==> src/rtl/fetch_pkg.sv <==
// Shared types and helpers for the instruction prefetch front end.
// Holds the FIFO entry layout, request FSM states and the RVC length check.
package fetch_pkg;

  localparam int INSTR_W = 32;

  typedef struct packed {
    logic               err;
    logic [INSTR_W-1:0] data;
  } fifo_entry_t;

  typedef enum logic {
    IDLE,
    REQ
  } req_state_e;

  function automatic logic is_compressed(input logic [1:0] op);
    return op != 2'b11;
  endfunction

endpackage

==> src/rtl/prefetch_fifo.sv <==
// Flop-based shift queue of fetched words with error tags.
// Exposes the two oldest entries so the aligner can straddle word boundaries.
module prefetch_fifo
  import fetch_pkg::*;
#(
  parameter int  DEPTH = 3,
  localparam int CW    = $clog2(DEPTH + 1)
) (
  input  logic          clk,
  input  logic          rstn,
  input  logic          clear_i,
  input  logic          push_i,
  input  fifo_entry_t   wdata_i,
  input  logic          pop_i,
  output fifo_entry_t   head_o,
  output fifo_entry_t   head1_o,
  output logic [CW-1:0] count_o
);

  fifo_entry_t   mem_q [DEPTH];
  fifo_entry_t   mem_d [DEPTH];
  logic [CW-1:0] count_q;
  logic [CW-1:0] count_d;
  logic [CW-1:0] wptr;
  logic          do_pop;

  always_comb begin
    mem_d  = mem_q;
    do_pop = pop_i && (count_q != '0);
    wptr   = count_q - CW'(do_pop);
    if (do_pop) begin
      for (int i = 0; i < DEPTH - 1; i++) begin
        mem_d[i] = mem_q[i+1];
      end
    end
    // Write lands after the shift so push+pop at full reuses the freed slot
    if (push_i) begin
      for (int i = 0; i < DEPTH; i++) begin
        if (wptr == CW'(i)) mem_d[i] = wdata_i;
      end
    end
    count_d = wptr + CW'(push_i);
    if (clear_i) count_d = '0;
  end

  always_ff @(posedge clk or negedge rstn) begin
    if (!rstn) begin
      count_q <= '0;
      for (int i = 0; i < DEPTH; i++) begin
        mem_q[i] <= '0;
      end
    end else begin
      count_q <= count_d;
      mem_q   <= mem_d;
    end
  end

  assign head_o  = mem_q[0];
  assign head1_o = mem_q[1];
  assign count_o = count_q;

  overflow_a: assert property (@(posedge clk) disable iff (!rstn)
    !(push_i && !do_pop && count_q == CW'(DEPTH)));

endmodule

==> src/rtl/instr_prefetch_buffer.sv <==
// Fetch front end: credit-limited bus requests, response squash on redirect,
// word FIFO and 16/32-bit realignment towards decode.
module instr_prefetch_buffer
  import fetch_pkg::*;
#(
  parameter logic [31:0] PC_RESET        = 32'h0,
  parameter int          DEPTH           = 3,
  parameter int          MAX_OUTSTANDING = 2
) (
  input  logic        clk,
  input  logic        rstn,
  output logic        instr_req_o,
  input  logic        instr_gnt_i,
  output logic [31:0] instr_addr_o,
  input  logic        instr_rvalid_i,
  input  logic [31:0] instr_rdata_i,
  input  logic        instr_err_i,
  input  logic        redirect_i,
  input  logic [31:0] redirect_pc_i,
  output logic        out_valid_o,
  input  logic        out_ready_i,
  output logic [31:0] out_instr_o,
  output logic [31:0] out_pc_o,
  output logic        out_compressed_o,
  output logic        out_err_o
);

  localparam int CW = $clog2(DEPTH + 1);

  req_state_e    state_q, state_d;
  logic [31:0]   fetch_addr_q, fetch_addr_d;
  logic [31:0]   out_pc_q, out_pc_d;
  logic [CW-1:0] outst_q, outst_d;
  logic [CW-1:0] disc_q, disc_d;
  logic [CW-1:0] fcount, fcount_d;
  logic [CW:0]   inflight_d;

  fifo_entry_t head, head1, rsp, w1;
  logic        push, pop, fire, gnt_acc;
  logic        c_lo, c_hi, have0, have1;
  logic        valid, comp, err, pop_w0;
  logic [31:0] instr;

  assign rsp     = '{err: instr_err_i, data: instr_rdata_i};
  assign gnt_acc = instr_req_o && instr_gnt_i;
  assign push    = instr_rvalid_i && (disc_q == '0) && !redirect_i;

  prefetch_fifo #(
    .DEPTH (DEPTH)
  ) u_fifo (
    .clk     (clk),
    .rstn    (rstn),
    .clear_i (redirect_i),
    .push_i  (push),
    .wdata_i (rsp),
    .pop_i   (pop),
    .head_o  (head),
    .head1_o (head1),
    .count_o (fcount)
  );

  always_comb begin
    c_lo   = is_compressed(head.data[1:0]);
    c_hi   = is_compressed(head.data[17:16]);
    have0  = fcount != '0;
    have1  = (fcount >= CW'(2)) || (fcount == CW'(1) && push);
    w1     = (fcount >= CW'(2)) ? head1 : rsp;
    valid  = 1'b0;
    comp   = 1'b0;
    err    = 1'b0;
    pop_w0 = 1'b0;
    instr  = head.data;
    unique case (1'b1)
      !out_pc_q[1]: begin
        comp   = c_lo;
        instr  = c_lo ? {16'h0, head.data[15:0]} : head.data;
        valid  = have0;
        err    = head.err;
        pop_w0 = !c_lo;
      end
      out_pc_q[1] && c_hi: begin
        comp   = 1'b1;
        instr  = {16'h0, head.data[31:16]};
        valid  = have0;
        err    = head.err;
        pop_w0 = 1'b1;
      end
      out_pc_q[1] && !c_hi: begin
        // An erroring first half need not wait for the second word
        instr  = {w1.data[15:0], head.data[31:16]};
        valid  = have0 && (have1 || head.err);
        err    = head.err || (have1 && w1.err);
        pop_w0 = 1'b1;
      end
      default: ;
    endcase
  end

  assign fire = valid && out_ready_i;
  assign pop  = fire && pop_w0 && !redirect_i;

  always_comb begin
    outst_d = outst_q + CW'(gnt_acc) - CW'(instr_rvalid_i);
    if (redirect_i) begin
      fcount_d     = '0;
      disc_d       = outst_q - CW'(instr_rvalid_i);
      fetch_addr_d = redirect_pc_i & 32'hFFFF_FFFC;
      out_pc_d     = redirect_pc_i & 32'hFFFF_FFFE;
    end else begin
      fcount_d     = fcount + CW'(push) - CW'(pop);
      disc_d       = disc_q;
      if (instr_rvalid_i && disc_q != '0) disc_d = disc_q - CW'(1);
      fetch_addr_d = gnt_acc ? fetch_addr_q + 32'd4 : fetch_addr_q;
      out_pc_d     = out_pc_q;
      if (fire) out_pc_d = out_pc_q + (comp ? 32'd2 : 32'd4);
    end
    inflight_d = {1'b0, outst_d} + {1'b0, fcount_d};
    state_d    = IDLE;
    if (inflight_d < (CW+1)'(DEPTH) && outst_d < CW'(MAX_OUTSTANDING)) begin
      state_d = REQ;
    end
  end

  always_ff @(posedge clk or negedge rstn) begin
    if (!rstn) begin
      state_q      <= IDLE;
      fetch_addr_q <= PC_RESET & 32'hFFFF_FFFC;
      out_pc_q     <= PC_RESET & 32'hFFFF_FFFC;
      outst_q      <= '0;
      disc_q       <= '0;
    end else begin
      state_q      <= state_d;
      fetch_addr_q <= fetch_addr_d;
      out_pc_q     <= out_pc_d;
      outst_q      <= outst_d;
      disc_q       <= disc_d;
    end
  end

  assign instr_req_o      = (state_q == REQ) && !redirect_i;
  assign instr_addr_o     = fetch_addr_q;
  assign out_valid_o      = valid;
  assign out_instr_o      = instr;
  assign out_pc_o         = out_pc_q;
  assign out_compressed_o = comp;
  assign out_err_o        = valid && err;

endmodule

==> config.mk <==
export PLATFORM = sky130hd
export DESIGN_NAME = instr_prefetch_buffer
export DESIGN_NICKNAME = d
export VERILOG_FILES = /design/src/rtl/fetch_pkg.sv /design/src/rtl/prefetch_fifo.sv /design/src/rtl/instr_prefetch_buffer.sv
export SDC_FILE = /design/constraint.sdc
export NUM_CORES = 1
export LEC_CHECK = 0
export BUFFER_PORTS_ARGS = -buffer_cell sky130_fd_sc_hd__buf_2
export CELL_PAD_IN_SITES_DETAIL_PLACEMENT = 1
export CELL_PAD_IN_SITES_GLOBAL_PLACEMENT = 1
export CORE_ASPECT_RATIO = 1.2
export CORE_UTILIZATION = 35
export DETAILED_ROUTE_END_ITERATION = 6
export PLACE_DENSITY = 0.76
export SLEW_MARGIN = 10
export SYNTH_ARGS = -nofsm -noshare
export SYNTH_HDL_FRONTEND = slang
export SYNTH_SLANG_ARGS = --single-unit
==> constraint.sdc <==
create_clock -name clk -period 5.6 [get_ports clk]
set_input_delay 0.84 -clock clk [delete_from_list [all_inputs] [get_ports clk]]
set_output_delay 0.84 -clock clk [all_outputs]
set_load 0.05 [all_outputs]
==> impl_metrics.prom <==
# TYPE chip_impl_metric gauge
chip_impl_info{name="status",value="finished, final reports clean"} 1
chip_impl_metric{name="layout.cell_area.non_filler",unit="um2"} 10500
chip_impl_metric{name="drc_errors",unit=""} 0
chip_impl_metric{name="grt.total_usage",unit=""} 0.212
chip_impl_metric{name="netlist.area_leader.share",unit=""} 0.473
chip_impl_metric{name="final_setup_violation_count",unit=""} 0
chip_impl_metric{name="worst_hold_slack",unit="ns"} 0.510
chip_impl_info{name="worst_hold_startpoint",value="u_fifo.mem_q[24]$_DFFE_PN0P_"} 1
chip_impl_metric{name="timing.critical_path.arrival",unit="ns"} 4.40
chip_impl_info{name="setup_repair_after_global_routing_missed_its_margin",value="no"} 1
chip_impl_info{name="crit-reg2reg-launch",value="u_fifo.count_o[1]$_DFF_PN0_"} 1
chip_impl_metric{name="gp_congestion",unit=""} 0.822
chip_impl_metric{name="dieArea",unit="um2"} 25900
chip_impl_metric{name="pin_count",unit=""} 171
chip_impl_metric{name="grt_start_max_net_pins",unit=""} 168
chip_impl_metric{name="placement.cell_area",unit="um2"} 9930
chip_impl_metric{name="vdd_drop_max",unit="uV"} 284
chip_impl_metric{name="cts_hold_repair_buffers",unit=""} 0
chip_impl_metric{name="maxClockFrequency",unit="MHz"} 244
chip_impl_metric{name="grt_antenna_before_repair",unit=""} 4
chip_impl_metric{name="totalWireLength",unit="um"} 26600
chip_impl_metric{name="total_leakage_power",unit="nW"} 4.80
chip_impl_metric{name="num_vias",unit=""} 7660
chip_impl_metric{name="worst_ep_required_time",unit="ns"} 5.91
chip_impl_metric{name="grt_first_pass_wirelength",unit="um"} 43000
chip_impl_metric{name="avgRoutedWirePerCell",unit="um"} 18.6
chip_impl_info{name="critical_path.startpoint_type",value="flip-flop"} 1
chip_impl_metric{name="timing_max_transition_violations_final",unit=""} 0
chip_impl_metric{name="clock_path_buffers",unit=""} 2
chip_impl_metric{name="number_of_distinct_library_cells_after_synthesis",unit=""} 63
chip_impl_metric{name="dr.pass1.iters",unit=""} 4
chip_impl_info{name="netlist_top_cells_area",value="sky130_fd_sc_hd__dfrtp_1 (47%), sky130_fd_sc_hd__mux2_2 (8.2%), sky130_fd_sc_hd__nand2_1 (7.9%)"} 1
chip_impl_metric{name="final_layout_size_suffix_gt1_frac",unit=""} 0.263
chip_impl_metric{name="synth_edf_count",unit=""} 0
chip_impl_metric{name="share_of_synthesized_area_occupied_by_flip_flops_and_latches",unit=""} 0.473
chip_impl_metric{name="synthCells",unit=""} 946
chip_impl_metric{name="die_height",unit="um"} 176
chip_impl_metric{name="post_cts_resized",unit=""} 0
chip_impl_metric{name="place.detailed.instances",unit=""} 1396
chip_impl_info{name="ctsRootBufferMaster",value="sky130_fd_sc_hd__clkbuf_16"} 1
chip_impl_metric{name="ys_ff_latch",unit=""} 167
chip_impl_metric{name="fillCellCount",unit=""} 2918
chip_impl_metric{name="fin_worst_skew",unit="ns"} 0.0110
chip_impl_metric{name="ff2ff_setup_slack",unit="ns"} 1.51
chip_impl_metric{name="power_per_cell_area",unit="nW/um2"} 453
chip_impl_metric{name="cts.clk_slew.worst_paths",unit="ns"} 0.08
chip_impl_info{name="hp-class",value="flip-flop to flip-flop"} 1
chip_impl_metric{name="clock_sink_count",unit=""} 167
chip_impl_metric{name="cts_made_buffers",unit=""} 17
chip_impl_metric{name="fin_tns_setup",unit="ns"} 0
chip_impl_metric{name="finish.cell_count_without_fillers",unit=""} 1430
chip_impl_metric{name="finish.net_count",unit=""} 1174
chip_impl_metric{name="number_of_maximum_capacitance_violations",unit=""} 0
chip_impl_metric{name="first_global_vias",unit=""} 7882
chip_impl_info{name="worstSetupEndpointType",value="flip-flop"} 1
chip_impl_metric{name="ff2ff_path_depth",unit=""} 12
chip_impl_metric{name="worst_pin_slew",unit="ns"} 1.00
chip_impl_metric{name="area_growth_syn_to_layout",unit="%"} 19.1
chip_impl_metric{name="synth.yosys.warnings",unit=""} 0
chip_impl_metric{name="gr-total-overflow",unit=""} 0
chip_impl_metric{name="port-buffer-count",unit=""} 166
chip_impl_metric{name="initial_core_util",unit=""} 0.357
chip_impl_info{name="worst_setup_ep",value="u_fifo.head_o[8]$_DFF_PN0_"} 1
chip_impl_metric{name="synthesis.area_per_instance",unit="um2"} 9.33
chip_impl_metric{name="drt-vias-per-instance",unit=""} 5.36
chip_impl_metric{name="fp-row-count",unit=""} 63
chip_impl_info{name="tritoncts",value="done"} 1
chip_impl_metric{name="total_setup_buffers_inserted_after_cts",unit=""} 0
chip_impl_info{name="cp_class",value="flip-flop to flip-flop"} 1
chip_impl_metric{name="multi_input_gate_area_in_the_final_layout",unit="um2"} 4290
chip_impl_metric{name="h-tree-depth",unit=""} 4
chip_impl_metric{name="layout.area.seq",unit="um2"} 4180
chip_impl_info{name="ys.flop_type",value="sky130_fd_sc_hd__dfrtp_1"} 1
chip_impl_metric{name="die_width",unit="um"} 147
chip_impl_metric{name="finalWorstPathRequiredPeriod",unit="ns"} 4.09
chip_impl_info{name="yosysTopAreaCell",value="sky130_fd_sc_hd__dfrtp_1"} 1
chip_impl_metric{name="synth_async_sr_flop_share",unit=""} 1.00
chip_impl_metric{name="remaining_antenna_violation_count",unit=""} 0
chip_impl_metric{name="final_util",unit=""} 0.425
chip_impl_metric{name="final.period_utilization",unit=""} 0.731
chip_impl_metric{name="clock_latency_reported_for_the_late_side_of_the_worst_skew_pair",unit="ns"} 0.43
chip_impl_info{name="r2r_end",value="u_fifo.head_o[8]$_DFF_PN0_"} 1
chip_impl_metric{name="dp.final_hpwl",unit="um"} 18300
chip_impl_metric{name="critical_path.max_fanout",unit=""} 34
chip_impl_metric{name="initialDrtViolationCount",unit=""} 373
chip_impl_info{name="worst_setup_path_startpoint",value="u_fifo.count_o[1]$_DFF_PN0_"} 1
chip_impl_metric{name="finalHoldViolCount",unit=""} 0
chip_impl_metric{name="synth_area",unit="um2"} 8830
chip_impl_metric{name="max_slew_margin",unit=""} 0.333
chip_impl_metric{name="coreArea",unit="um2"} 24800
==> layer usage <==
metal / up-vias / global-route usage / part of all wire
li1: 3582 / - / -
met1: 3860 / 0.260 / 0.42
met2: 180 / 0.359 / 0.49
met3: 32 / 0.0517 / 0.057
met4: 6 / 0.0851 / 0.025
met5: - / 0 / 0.0014
==> area by class of cell <==
type | count | share of cell area
Tap cell | 325 | 0.0387
Clock buffer | 18 | 0.0418
Antenna cell | 2 | 0.000476
Sequential cell | 167 | 0.397
Multi-Input combinational cell | 698 | 0.408
Timing Repair Buffer | 181 | 0.0915
Clock inverter | 14 | 0.0133
Inverter | 25 | 0.00892
==> cells in the mapped netlist (all sizes together), types with 5 or more instances <==
master	n
nand2	185
dfrtp	167
nor2	98
a31oi	77
mux2	64
clkbuf	42
o21ai	30
nand3	26
xor2	25
inv	24
mux2i	24
a21oi	23
nand4	21
xnor2	18
buf	16
nor3	16
ha	11
and3	9
nor4	6
nand2b	5
nor2b	5
o311ai	5
or3	5
==> report_power, final <==
group / total (mW) / leakage [nW] / switching (mW) / internal (mW)
Clock: 1.19 / 0.286 / 0.552 / 0.639
Sequential: 1.85 / 2.06 / 0.306 / 1.54
Combinational: 1.72 / 2.46 / 1.19 / 0.528
==> logic make-up (layout without fill, tap and decap cells) <==
logic type | Yosys count | after routing | synth area share
AOI/OAI and AO/OA | 160 | 160 | 0.116
xor gates and xnor gates | 43 | 43 | 0.0427
adders and majority gates | 13 | 13 | 0.0201
buffers and inverters | 83 | 238 | 0.0428
DFF | 167 | 167 | 0.473
muxes | 88 | 88 | 0.109
other | 1 | 5 | 0.000425
and+or+nand+nor | 391 | 391 | 0.196
==> registers in the layout, indices dropped and copies added (netlist names) <==
name,cells
u_fifo.mem_q,33
outst_q,2
u_fifo.head_o,33
disc_q,2
instr_addr_o,30
state_q,1
out_pc_o,31
u_fifo.head1_o,33
u_fifo.count_o,2
==> critical path: stages, from the launching register on <==
cell and delay [ns]:
sky130_fd_sc_hd__dfrtp_1 0.84, sky130_fd_sc_hd__o21a_1 0.25, sky130_fd_sc_hd__o41ai_4 0.09, sky130_fd_sc_hd__buf_4 0.21, sky130_fd_sc_hd__or3_2 0.76, sky130_fd_sc_hd__inv_2 0.14
sky130_fd_sc_hd__ha_1 0.17, sky130_fd_sc_hd__xor2_1 0.11, sky130_fd_sc_hd__inv_1 0.12, sky130_fd_sc_hd__nand3_2 0.58, sky130_fd_sc_hd__buf_4 0.46, sky130_fd_sc_hd__nor2_1 0.15
sky130_fd_sc_hd__a31oi_1 0.06
==> metrics by stage <==
stage / setup slack (ns) / power [mW]
after global placement: 1.27 / 3.53
after detailed placement: 1.12 / 3.60
final: 1.51 / 4.76
after floorplan: 1.92 / 3.07
after CTS: 1.48 / 4.81
after global routing: 1.22 / 5.03
==> cell usage in the layout (no fill, tap or decap), types with 23 or more instances in the layout <==
cell,n
sky130_fd_sc_hd__a31oi_1,77
sky130_fd_sc_hd__o21ai_0,29
sky130_fd_sc_hd__a21oi_1,23
sky130_fd_sc_hd__mux2_2,64
sky130_fd_sc_hd__mux2i_1,24
sky130_fd_sc_hd__dfrtp_1,167
sky130_fd_sc_hd__xor2_1,25
sky130_fd_sc_hd__nand2_1,185
sky130_fd_sc_hd__nand3_1,24
sky130_fd_sc_hd__nor2_1,98
sky130_fd_sc_hd__inv_1,23
sky130_fd_sc_hd__buf_2,165
==> worst min-delay path by stage <==
stage,to,cells after the start
after floorplan,u_fifo.mem_q[0]$_DFFE_PN0P_,1
after global placement,u_fifo.mem_q[9]$_DFFE_PN0P_,1
after detailed placement,u_fifo.mem_q[11]$_DFFE_PN0P_,1
after CTS,u_fifo.mem_q[19]$_DFFE_PN0P_,1
after global routing,u_fifo.mem_q[14]$_DFFE_PN0P_,1
final,u_fifo.mem_q[24]$_DFFE_PN0P_,1
Power figures use the tool's default switching activity.
